**config.mk**
```make
export PLATFORM = sky130hd
export DESIGN_NAME = pipe_stage_reg
export DESIGN_NICKNAME = d
export VERILOG_FILES = /design/src/rtl/pipe_stage_reg.sv
export SDC_FILE = /design/constraint.sdc
export NUM_CORES = 1
export LEC_CHECK = 0
export CORE_ASPECT_RATIO = 0.75
export CORE_MARGIN = 4
export CORE_UTILIZATION = 44
export DETAILED_ROUTE_END_ITERATION = 16
export GPL_ROUTABILITY_DRIVEN = 0
export PLACE_DENSITY = 0.85
export SYNTH_ARGS = -nofsm -noshare
export SYNTH_HDL_FRONTEND = slang
export SYNTH_SLANG_ARGS = --single-unit
export TNS_END_PERCENT = 50
```
**constraint.sdc**
```tcl
create_clock -name clk -period 5.38 [get_ports clk]
set_clock_uncertainty 0.1 [all_clocks]
set_input_delay 0.538 -clock clk [delete_from_list [all_inputs] [get_ports clk]]
set_output_delay 0.538 -clock clk [all_outputs]
set_load 0.05 [all_outputs]
```
**src/rtl/pipe_stage_reg.sv**
```systemverilog
// Reusable pipeline stage register with valid/ready handshake, flush-to-bubble and a
// saturating stall counter. Define PIPE_STAGE_SKID_EN to build the skid entry (registered in_Ready).
module pipe_stage_reg #(
    parameter int                DATA_W     = 32,
    parameter int                CTRL_W     = 8,
    parameter logic [CTRL_W-1:0] FLUSH_CTRL = {CTRL_W{1'b0}},
    parameter int                CNT_W      = 16
) (
    input  logic              clk,
    input  logic              reset,
    input  logic              in_Valid,
    output logic              in_Ready,
    input  logic [DATA_W-1:0] in_Data,
    input  logic [CTRL_W-1:0] in_Ctrl,
    input  logic              flush,
    output logic              out_Valid,
    input  logic              out_Ready,
    output logic [DATA_W-1:0] out_Data,
    output logic [CTRL_W-1:0] out_Ctrl,
    output logic [CNT_W-1:0]  out_StallCount
);

    logic              mValid;
    logic [DATA_W-1:0] mData;
    logic [CTRL_W-1:0] mCtrl;
    logic [CNT_W-1:0]  stallCount;
    logic              accept;
    logic              drain;

    assign accept = in_Valid & in_Ready;
    assign drain  = mValid & out_Ready;

    assign out_Valid      = mValid;
    assign out_Data       = mData;
    assign out_Ctrl       = mCtrl;
    assign out_StallCount = stallCount;

`ifdef PIPE_STAGE_SKID_EN
    logic              sValid;
    logic [DATA_W-1:0] sData;
    logic [CTRL_W-1:0] sCtrl;

    // Registered ready: depends only on skid occupancy, never on out_Ready.
    assign in_Ready = !sValid;

    always_ff @(negedge clk or posedge reset) begin
        if (reset) begin
            mValid <= 1'b0;
            mData  <= '0;
            mCtrl  <= FLUSH_CTRL;
            sValid <= 1'b0;
            sData  <= '0;
            sCtrl  <= FLUSH_CTRL;
        end else if (flush) begin
            mValid <= 1'b0;
            mData  <= '0;
            mCtrl  <= FLUSH_CTRL;
            sValid <= 1'b0;
        end else if (sValid) begin
            // Skid always moves into the main entry before new input is taken.
            if (drain) begin
                mData  <= sData;
                mCtrl  <= sCtrl;
                sValid <= 1'b0;
            end
        end else if (!mValid || drain) begin
            if (accept) begin
                mValid <= 1'b1;
                mData  <= in_Data;
                mCtrl  <= in_Ctrl;
            end else begin
                mValid <= 1'b0;
                mCtrl  <= FLUSH_CTRL;
            end
        end else if (accept) begin
            sValid <= 1'b1;
            sData  <= in_Data;
            sCtrl  <= in_Ctrl;
        end
    end
`else
    assign in_Ready = !mValid | out_Ready;

    always_ff @(negedge clk or posedge reset) begin
        if (reset) begin
            mValid <= 1'b0;
            mData  <= '0;
            mCtrl  <= FLUSH_CTRL;
        end else if (flush) begin
            mValid <= 1'b0;
            mData  <= '0;
            mCtrl  <= FLUSH_CTRL;
        end else if (!mValid || drain) begin
            if (accept) begin
                mValid <= 1'b1;
                mData  <= in_Data;
                mCtrl  <= in_Ctrl;
            end else begin
                mValid <= 1'b0;
                mCtrl  <= FLUSH_CTRL;
            end
        end
    end
`endif

    // Flush does not clear the counter; only reset does.
    always_ff @(negedge clk or posedge reset) begin
        if (reset) begin
            stallCount <= '0;
        end else if (mValid && !out_Ready && (stallCount != {CNT_W{1'b1}})) begin
            stallCount <= stallCount + CNT_W'(1);
        end
    end

endmodule

```
==> results.cfg <==
[critical_path]
critical_path_required_ns = 4.74
cp-startpoint = out_Valid
startpoint_of_the_lowest_slack_register_to_register_path = out_StallCount[0]
depth_of_the_worst_register_to_register_path = 5
arrival_ns = 4.62
destination_of_the_critical_timing_path = in_Ready
crit_path_end_kind = output pin
cp_max_fo = 6
setup.reg_to_reg.worst_slack_ns = 3.26
start_kind = register
worstSetupPathType = reg -> out
reg2reg_to = out_StallCount[13]

[cts]
postCtsHoldBufs = 0
cts.repair.resized = 0
cts_setup_buffers = 0
cts.clk_slew.worst_paths_ns = 0.04
cts_root_buf = sky130_fd_sc_hd__clkbuf_8
cts-buffers-inserted = 9
h-tree-depth = 3
tritoncts = done
cts_max_path_buffers = 2
clkSinkCount = 57
clk_latency_ns = 0.32

[synth]
synth_cell_types = 26
yosys_register_bits = 57
most_frequent_cell_after_synthesis = sky130_fd_sc_hd__dfrtn_1
syn_area_per_cell_um2 = 13.65
synth_area_leader_cell = sky130_fd_sc_hd__dfrtn_1
yosys.area.top_type_share = 0.6412
synth.top_cells.by_count = sky130_fd_sc_hd__dfrtn_1, sky130_fd_sc_hd__a22o_1, sky130_fd_sc_hd__nand2_1
synth_cells = 163
number_of_synthesized_flops_with_an_enable_pin = 0
yosysSeqAreaShare = 0.6412
synth.top_cells.by_area = sky130_fd_sc_hd__dfrtn_1, sky130_fd_sc_hd__a22o_1, sky130_fd_sc_hd__xnor2_1
synth-async-reset-ratio = 1.000
synth.yosys.warnings = 0
ys_dominant_reg_cell = sky130_fd_sc_hd__dfrtn_1
syn-cell-area_um2 = 2225
synth.net_count = 209

[grt]
gr_ovfl_total = 0
global_route.usage.total = 0.1985
grt_pass1_vias = 1866
antenna_found_initial = 0
grt_max_degree = 41
wire_length_of_the_first_global_routing_pass_mm = 9.660

[flow_run]
drv_cap = 0

[sta]
rsz0062_at_grt = false
worst_pin_slew_ns = 0.6168
finalHoldViolCount = 0
final.setup.tns_ns = 0
finalSetupViolCount = 0
slew_violations = 0
timing.max_slew.rel_slack = 0.5873
whs_ns = 0.3491

[finish]
design.final.nets = 318
layout_stage_area_growth_over_the_synthesis_result_pct = 59.00
final_core_util = 0.7219
insertedDiodeCount = 0
fillers = 364
share_of_final_layout_standard_cells_stronger_than_drive_strength_1 = 0.09386

[floorplanning]
chipHeight_um = 69.58
start_util = 0.4540
top_level_ports = 103
floorplan.die.width_um = 90.11
floorplan.rows = 22
dieArea_um2 = 6270
coreArea_um2 = 4900

[route]
drtAntennaViolNets = 0
via_density_per_instance = 5.211
vias = 1756
drc_violation_total_after_the_first_tritonroute_iteration = 89
drt-wirelength-per-cell_um = 17.71
route.detailed.drc = 0
detail_route.first_pass.iterations = 4
drt_total_wl_mm = 5.969

[power]
vdd_ir_drop_max_mv = 0.1787
cellLeakagePower_nw = 1.564
power_per_cell_area_nw_per_um2 = 341.1

[placed_design]
placement.io_buffers = 102
dpl.hpwl_mm = 4.106

[min_path]
timing.hold.worst.class = reg -> reg

[run_status]
status = finished clean
-- metrics by stage --
| step | total power [W] | cells | cell area [um^2] | worst slack [ns] |
|---|---|---|---|---|
| 2_1_floorplan | 0.0006768 | 163 | 2225 | 0.6971 |
| 3_3_place_gp | 0.0007988 | 321 | 3329 | 0.4113 |
| 3_5_place_dp | 0.0008025 | 321 | 3329 | 0.3265 |
| 4_1_cts | 0.001219 | 337 | 3537 | 0.1163 |
| 5_1_grt | 0.001253 | 337 | 3537 | 0.06702 |
| 6_report | 0.001207 | 337 | 3537 | 0.1239 |
-- final cells by class --
class	count	area (um^2)	area share
timing repair buffer	105	1056	0.2985
clock buffer	14	172.7	0.04882
inverter	3	11.26	0.003184
sequential	57	1426	0.4033
tap	60	75.07	0.02122
multi-input combinational	96	760.7	0.2151
clock inverter	2	35.03	0.009904
-- registers in the layout, summed over array words and instances (netlist names) --
register / flops
out_StallCount: 16
out_Data: 32
out_Ctrl: 8
out_Valid: 1
-- critical path: stages, from the launching register on --
cell and delay [ns]:
sky130_fd_sc_hd__dfrtn_1 0.34, sky130_fd_sc_hd__and2b_1 0.22, sky130_fd_sc_hd__inv_1 0.19, sky130_fd_sc_hd__clkdlybuf4s50_1 0.85
-- placed cells by master, fill, tap and decap left out, drive strengths merged, types with 4 or more instances in the layout --
cell type	instances
nand2	10
nor2	5
xor2	5
xnor2	9
clkdlybuf4s50	102
dfrtn	57
nand4	7
nand3	4
a22o	40
clkbuf	14
-- kinds of logic after synthesis --
kind of cell,count (synthesis),synth area share
DFF,57,0.6412
AOI/OAI and AO/OA,45,0.1834
and+or+nand+nor,35,0.09000
xor gates and xnor gates,14,0.05512
buffers and inverters,10,0.01968
muxes,1,0.005062
adders and majority gates,1,0.005623
-- metal layers --
layer  routed length [um]  GRT usage
met1                 2750     0.2670
met2                 2824     0.3046
met3                  284    0.05206
met4                  110    0.08659
met5                    0          0
-- how the worst min path moves through the flow --
stage,slack [ns],from,cells past startpoint,end
after floorplan,0.58,out_StallCount[15],1,out_StallCount[15]
after global placement,0.34,out_Data[1],1,out_Data[1]
after detailed placement,0.34,out_Data[9],1,out_Data[9]
after CTS,0.35,out_Data[17],1,out_Data[17]
after global routing,0.36,out_Data[5],1,out_Data[5]
final,0.35,out_Ctrl[6],1,out_Ctrl[6]
-- where the power goes --
group	total [W]	internal (W)	switching, W
combinational	0.000292	0.000114	0.000178
sequential	0.000504	0.000467	0.0000374
clock	0.000411	0.000251	0.000159
total	0.00121	0.000832	0.000375
Power figures use the tool's default switching activity.
==> RTL change 1 (config.mk and constraints unchanged) <==
Set the parameter `CTRL_W` to 6 (it was 8).
--- a/src/rtl/pipe_stage_reg.sv
+++ b/src/rtl/pipe_stage_reg.sv
@@ -2,7 +2,7 @@
 // saturating stall counter. Define PIPE_STAGE_SKID_EN to build the skid entry (registered in_Ready).
 module pipe_stage_reg #(
     parameter int                DATA_W     = 32,
-    parameter int                CTRL_W     = 8,
+    parameter int                CTRL_W     = 6,
     parameter logic [CTRL_W-1:0] FLUSH_CTRL = {CTRL_W{1'b0}},
     parameter int                CNT_W      = 16
 ) (
Interface: changed (resized in_Ctrl and out_Ctrl); port bits go from 103 to 99. The function was not compared with the original's and may differ.
==> RTL change 1 against the unedited design <==
Final cell count fell by 3.0%. Sequential cell count fell by 2. Final area fell by 3.8%. Routed wire length fell by 7.3%. Synthesized area rose by 1.6%. Core utilization fell by 3.1 points. Synthesized cell count rose by 1.2%. Power fell by 16%. Setup slack improved by 0.12 ns.
==> RTL change 1: results (changes against the unedited design) <==
INFO  metric clock_latency = 0.30 ns (was 0.32 ns)
INFO  metric hp-start = out_Data[22] (was out_Ctrl[6])
INFO  metric portBuffers = 98 (was 102)
INFO  metric grt_first_pass_wirelength = 9.09 mm (was 9.66 mm)
INFO  metric htree_num_levels = 2 (was 3)
INFO  metric nets_finish = 310 (was 318)
INFO  metric outcome = finished, final reports clean (unchanged)
INFO  metric dp_hpwl = 4.10 mm (was 4.11 mm)
INFO  metric first_iter_violations = 76 (was 89)
INFO  metric groute.usage.overall = 0.176 (was 0.198)
INFO  metric final_layout_size_suffix_gt1_frac = 0.0936 (was 0.0939)
INFO  metric register_to_register_setup_slack = 3.28 ns (was 3.26 ns)
INFO  metric finalCoreUtilization = 0.690 (was 0.722)
INFO  metric routed-wl-met3 = 327 um (was 284 um)
INFO  metric yosys-top-cells-count = 55 x sky130_fd_sc_hd__dfrtn_1, 38 x sky130_fd_sc_hd__a22o_1, 6 x sky130_fd_sc_hd__nor2_1 (was 57 x sky130_fd_sc_hd__dfrtn_1, 40 x sky130_fd_sc_hd__a22o_1, 10 x sky130_fd_sc_hd__nand2_1)
INFO  metric synth_top_cells_by_area = sky130_fd_sc_hd__dfrtn_1 61%, sky130_fd_sc_hd__a22o_1 15%, sky130_fd_sc_hd__nand4_4 1.9% (was sky130_fd_sc_hd__dfrtn_1 64%, sky130_fd_sc_hd__a22o_1 16%, sky130_fd_sc_hd__xnor2_1 3.5%)
INFO  metric n_fill_cell = 392 (was 364)
INFO  metric vdd_ir_drop_max = 0.242 mV (was 0.179 mV)
INFO  metric via_count_of_the_first_global_routing_pass = 1,810 (was 1,866)
INFO  metric detailroute.wirelength.met2 = 2.68 mm (was 2.82 mm)
INFO  metric leakagePower = 0.00151 uW (was 0.00156 uW)
INFO  metric critical_path_peak_fanout = 9 (was 6)
INFO  metric min_delay_worst_endpoint = out_Data[22] (was out_Ctrl[6])
INFO  metric routed_wirelength = 5.53 mm (was 5.97 mm)
INFO  metric grt_start_max_net_pins = 56 (was 41)
INFO  metric r2r-end = out_StallCount[10] (was out_StallCount[13])
RTL change 1: cell count changes after synthesis, moves of 2 or more:
| cell | unedited run | this run |
|---|---|---|
| sky130_fd_sc_hd__nand2_1 | 10 | 2 |
| sky130_fd_sc_hd__nor3_1 | 2 | 5 |
| sky130_fd_sc_hd__xnor2_1 | 9 | 4 |
| sky130_fd_sc_hd__dfrtn_1 | 57 | 55 |
| sky130_fd_sc_hd__a22o_1 | 40 | 38 |
| sky130_fd_sc_hd__o21a_1 | 0 | 2 |
| sky130_fd_sc_hd__nand4_4 | 0 | 2 |
| sky130_fd_sc_hd__buf_4 | 0 | 2 |
| sky130_fd_sc_hd__o21ai_0 | 0 | 3 |
| sky130_fd_sc_hd__and3_1 | 1 | 3 |
| sky130_fd_sc_hd__nand4_1 | 6 | 4 |
RTL change 1: area by class of cell:
cell class	instances	share of cell area
Timing Repair Buffer	101	0.299
Inverter	5	0.00625
Tap cell	60	0.0221
Clock inverter	3	0.00552
Multi-Input combinational cell	98	0.243
Clock buffer	5	0.0202
Sequential cell	55	0.405
RTL change 1: per-layer routing:
metal / global-route usage / vias up
met5: 0 / -
met4: 0.0492 / 0
met3: 0.0452 / 6
met2: 0.278 / 56
met1: 0.241 / 890
li1: - / 827
RTL change 1: worst max-delay path by stage:
| stage | from | slack, ns | end | depth (start not counted) |
|---|---|---|---|---|
| 6_report | out_Valid | 0.25 | in_Ready | 3 |
| 3_5_place_dp | out_Ready | 0.26 | out_StallCount[10] | 6 |
| 4_1_cts | out_Valid | 0.23 | in_Ready | 3 |
| 2_1_floorplan | out_Ready | 0.74 | out_StallCount[10] | 5 |
| 5_1_grt | out_Valid | 0.20 | in_Ready | 3 |
| 3_3_place_gp | out_Ready | 0.33 | out_StallCount[10] | 6 |
RTL change 1: cell families (layout without fill, tap and decap cells):
kind of cell    Yosys count  in the layout  share of synthesized area
mux                       4              4                     0.0210
flops                    55             55                      0.609
compound gates           51             51                      0.198
buf+inv                  12            114                     0.0266
simple gates             34             34                      0.109
xor+xnor                  8              8                     0.0310
fa+ha+maj                 1              1                    0.00554
RTL change 1: power by group:
part / switching [uW] / internal [uW] / total, uW
Clock: 131 / 92.0 / 223
Sequential: 31.8 / 452 / 484
Combinational: 188 / 123 / 311
Total: 350 / 667 / 1020
RTL change 1: per-stage QoR:
stage / hold slack, ns / cells
2_1_floorplan: 0.589 / 165
3_3_place_gp: 0.343 / 319
3_5_place_dp: 0.341 / 319
4_1_cts: 0.350 / 327
5_1_grt: 0.359 / 327
6_report: 0.344 / 327
RTL change 1: worst max-delay path: stages (launching register included):
cell and delay (ns):
sky130_fd_sc_hd__dfrtn_1 0.37, sky130_fd_sc_hd__and2b_4 0.20, sky130_fd_sc_hd__inv_4 0.11, sky130_fd_sc_hd__clkdlybuf4s50_1 0.82
==> RTL change 2 (config.mk and constraints unchanged) <==
Without the edit above. Add a define of `PIPE_STAGE_SKID_EN`.
--- a/src/rtl/pipe_stage_reg.sv
+++ b/src/rtl/pipe_stage_reg.sv
@@ -1,5 +1,7 @@
 // Reusable pipeline stage register with valid/ready handshake, flush-to-bubble and a
 // saturating stall counter. Define PIPE_STAGE_SKID_EN to build the skid entry (registered in_Ready).
+`define PIPE_STAGE_SKID_EN
+
 module pipe_stage_reg #(
     parameter int                DATA_W     = 32,
     parameter int                CTRL_W     = 8,
Formal check against the unedited RTL: not equivalent (a bounded check fails within 4 cycles, from zero or initial values and one cycle with reset high).
==> RTL change 2 against the unedited design <==
Setup slack better by 0.094 ns. Sequential share of layout area grew 1.3 points. Routed wire length grew 75%. Sequential cell count up 41. Synthesized area up 97%. Final area up 67%. Hold slack worse by 0.027 ns. Via count is 99% higher. Count of clock-buffer cells in the layout fell by 3. Critical path depth decreased by 2. Power increased by 86%.
==> RTL change 2: results (changes against the unedited design) <==
INFO  metric place.detailed.instances = 648 (was 321)
INFO  metric groute.usage.overall = 0.189 (was 0.198)
INFO  metric multi_input_gate_area = 0.00177 mm^2 (was 761 um^2)
INFO  metric pre_cts_ws = 0.230 ns (was 0.327 ns)
INFO  metric clock-root-buffer = sky130_fd_sc_hd__clkbuf_16 (was sky130_fd_sc_hd__clkbuf_8)
INFO  metric pwr.group.combinational = 532 uW (was 292 uW)
INFO  metric grt_util_met3 = 0.0593 (was 0.0521)
INFO  metric power.density = 381 mW/mm^2 (was 341 mW/mm^2)
INFO  metric synth-seq-area-share = 0.559 (was 0.641)
INFO  metric via_count_of_the_first_global_routing_pass = 3,547 (was 1,866)
INFO  metric synth-xor-area-share = 0.0160 (was 0.0551)
INFO  metric buf_share = 0.191 (was 0.299)
INFO  metric route.layer.met1.wl = 4.91 mm (was 2.75 mm)
INFO  metric grt.met2_usage = 0.295 (was 0.305)
INFO  metric max_slew.worst_pin.slew = 0.531 ns (was 0.617 ns)
INFO  metric global_route.usage.met1 = 0.262 (was 0.267)
INFO  metric nets_finish = 573 (was 318)
INFO  metric leakagePower = 0.00261 uW (was 0.00156 uW)
INFO  metric grt_first_pass_wirelength = 17.4 mm (was 9.66 mm)
INFO  metric yosys-top-cells-count = 110 x sky130_fd_sc_hd__nand2_1, 98 x sky130_fd_sc_hd__dfrtn_1, 40 x sky130_fd_sc_hd__o31ai_1 (was 57 x sky130_fd_sc_hd__dfrtn_1, 40 x sky130_fd_sc_hd__a22o_1, 10 x sky130_fd_sc_hd__nand2_1)
INFO  metric synth-seq-cells = 98 (was 57)
INFO  metric routed_wire_length_per_instance = 15.8 um (was 17.7 um)
INFO  metric vias = 3,488 (was 1,756)
INFO  metric layout.clock_buffers = 11 (was 14)
INFO  metric detailroute.wirelength.met2 = 4.86 mm (was 2.82 mm)
INFO  metric outcome = finished, final reports clean (unchanged)
INFO  metric clock_latency = 0.34 ns (was 0.32 ns)
INFO  metric area_fraction_in_compound_gates_after_synthesis = 0.195 (was 0.183)
INFO  metric viasPerCell = 5.25 (was 5.21)
INFO  metric post_synth_num_cell_types = 38 (was 26)
INFO  metric critical_path_peak_fanout = 10 (was 6)
INFO  metric synthMuxAreaShare = 0.0380 (was 0.00506)
INFO  metric multi_input_comb_cells = 301 (was 96)
[RTL change 2: cell types whose count changed in the layout (fill, tap and decap cells not counted), moves of 10 or more]
cell | before | now
sky130_fd_sc_hd__a22o_1 | 40 | 0
sky130_fd_sc_hd__a21boi_0 | 0 | 32
sky130_fd_sc_hd__nand2_1 | 10 | 110
sky130_fd_sc_hd__o31ai_1 | 0 | 40
sky130_fd_sc_hd__a21oi_1 | 1 | 14
sky130_fd_sc_hd__dfrtn_1 | 57 | 98
sky130_fd_sc_hd__clkbuf_8 | 12 | 2
sky130_fd_sc_hd__o21ai_0 | 0 | 34
[RTL change 2: final timing paths]
path / to / from / slack [ns] / cells past startpoint
min reg2reg: sData[29] / sData[29] / 0.32 / 2
max in group asynchronous: sData[9] / reset / 1.58 / 3
max reg2reg: out_Data[19] / sValid / 3.30 / 5
min in group asynchronous: out_Ctrl[2] / reset / 3.18 / 3
max: out_Valid / out_Valid / 0.22 / 1
min: sData[29] / sData[29] / 0.32 / 2
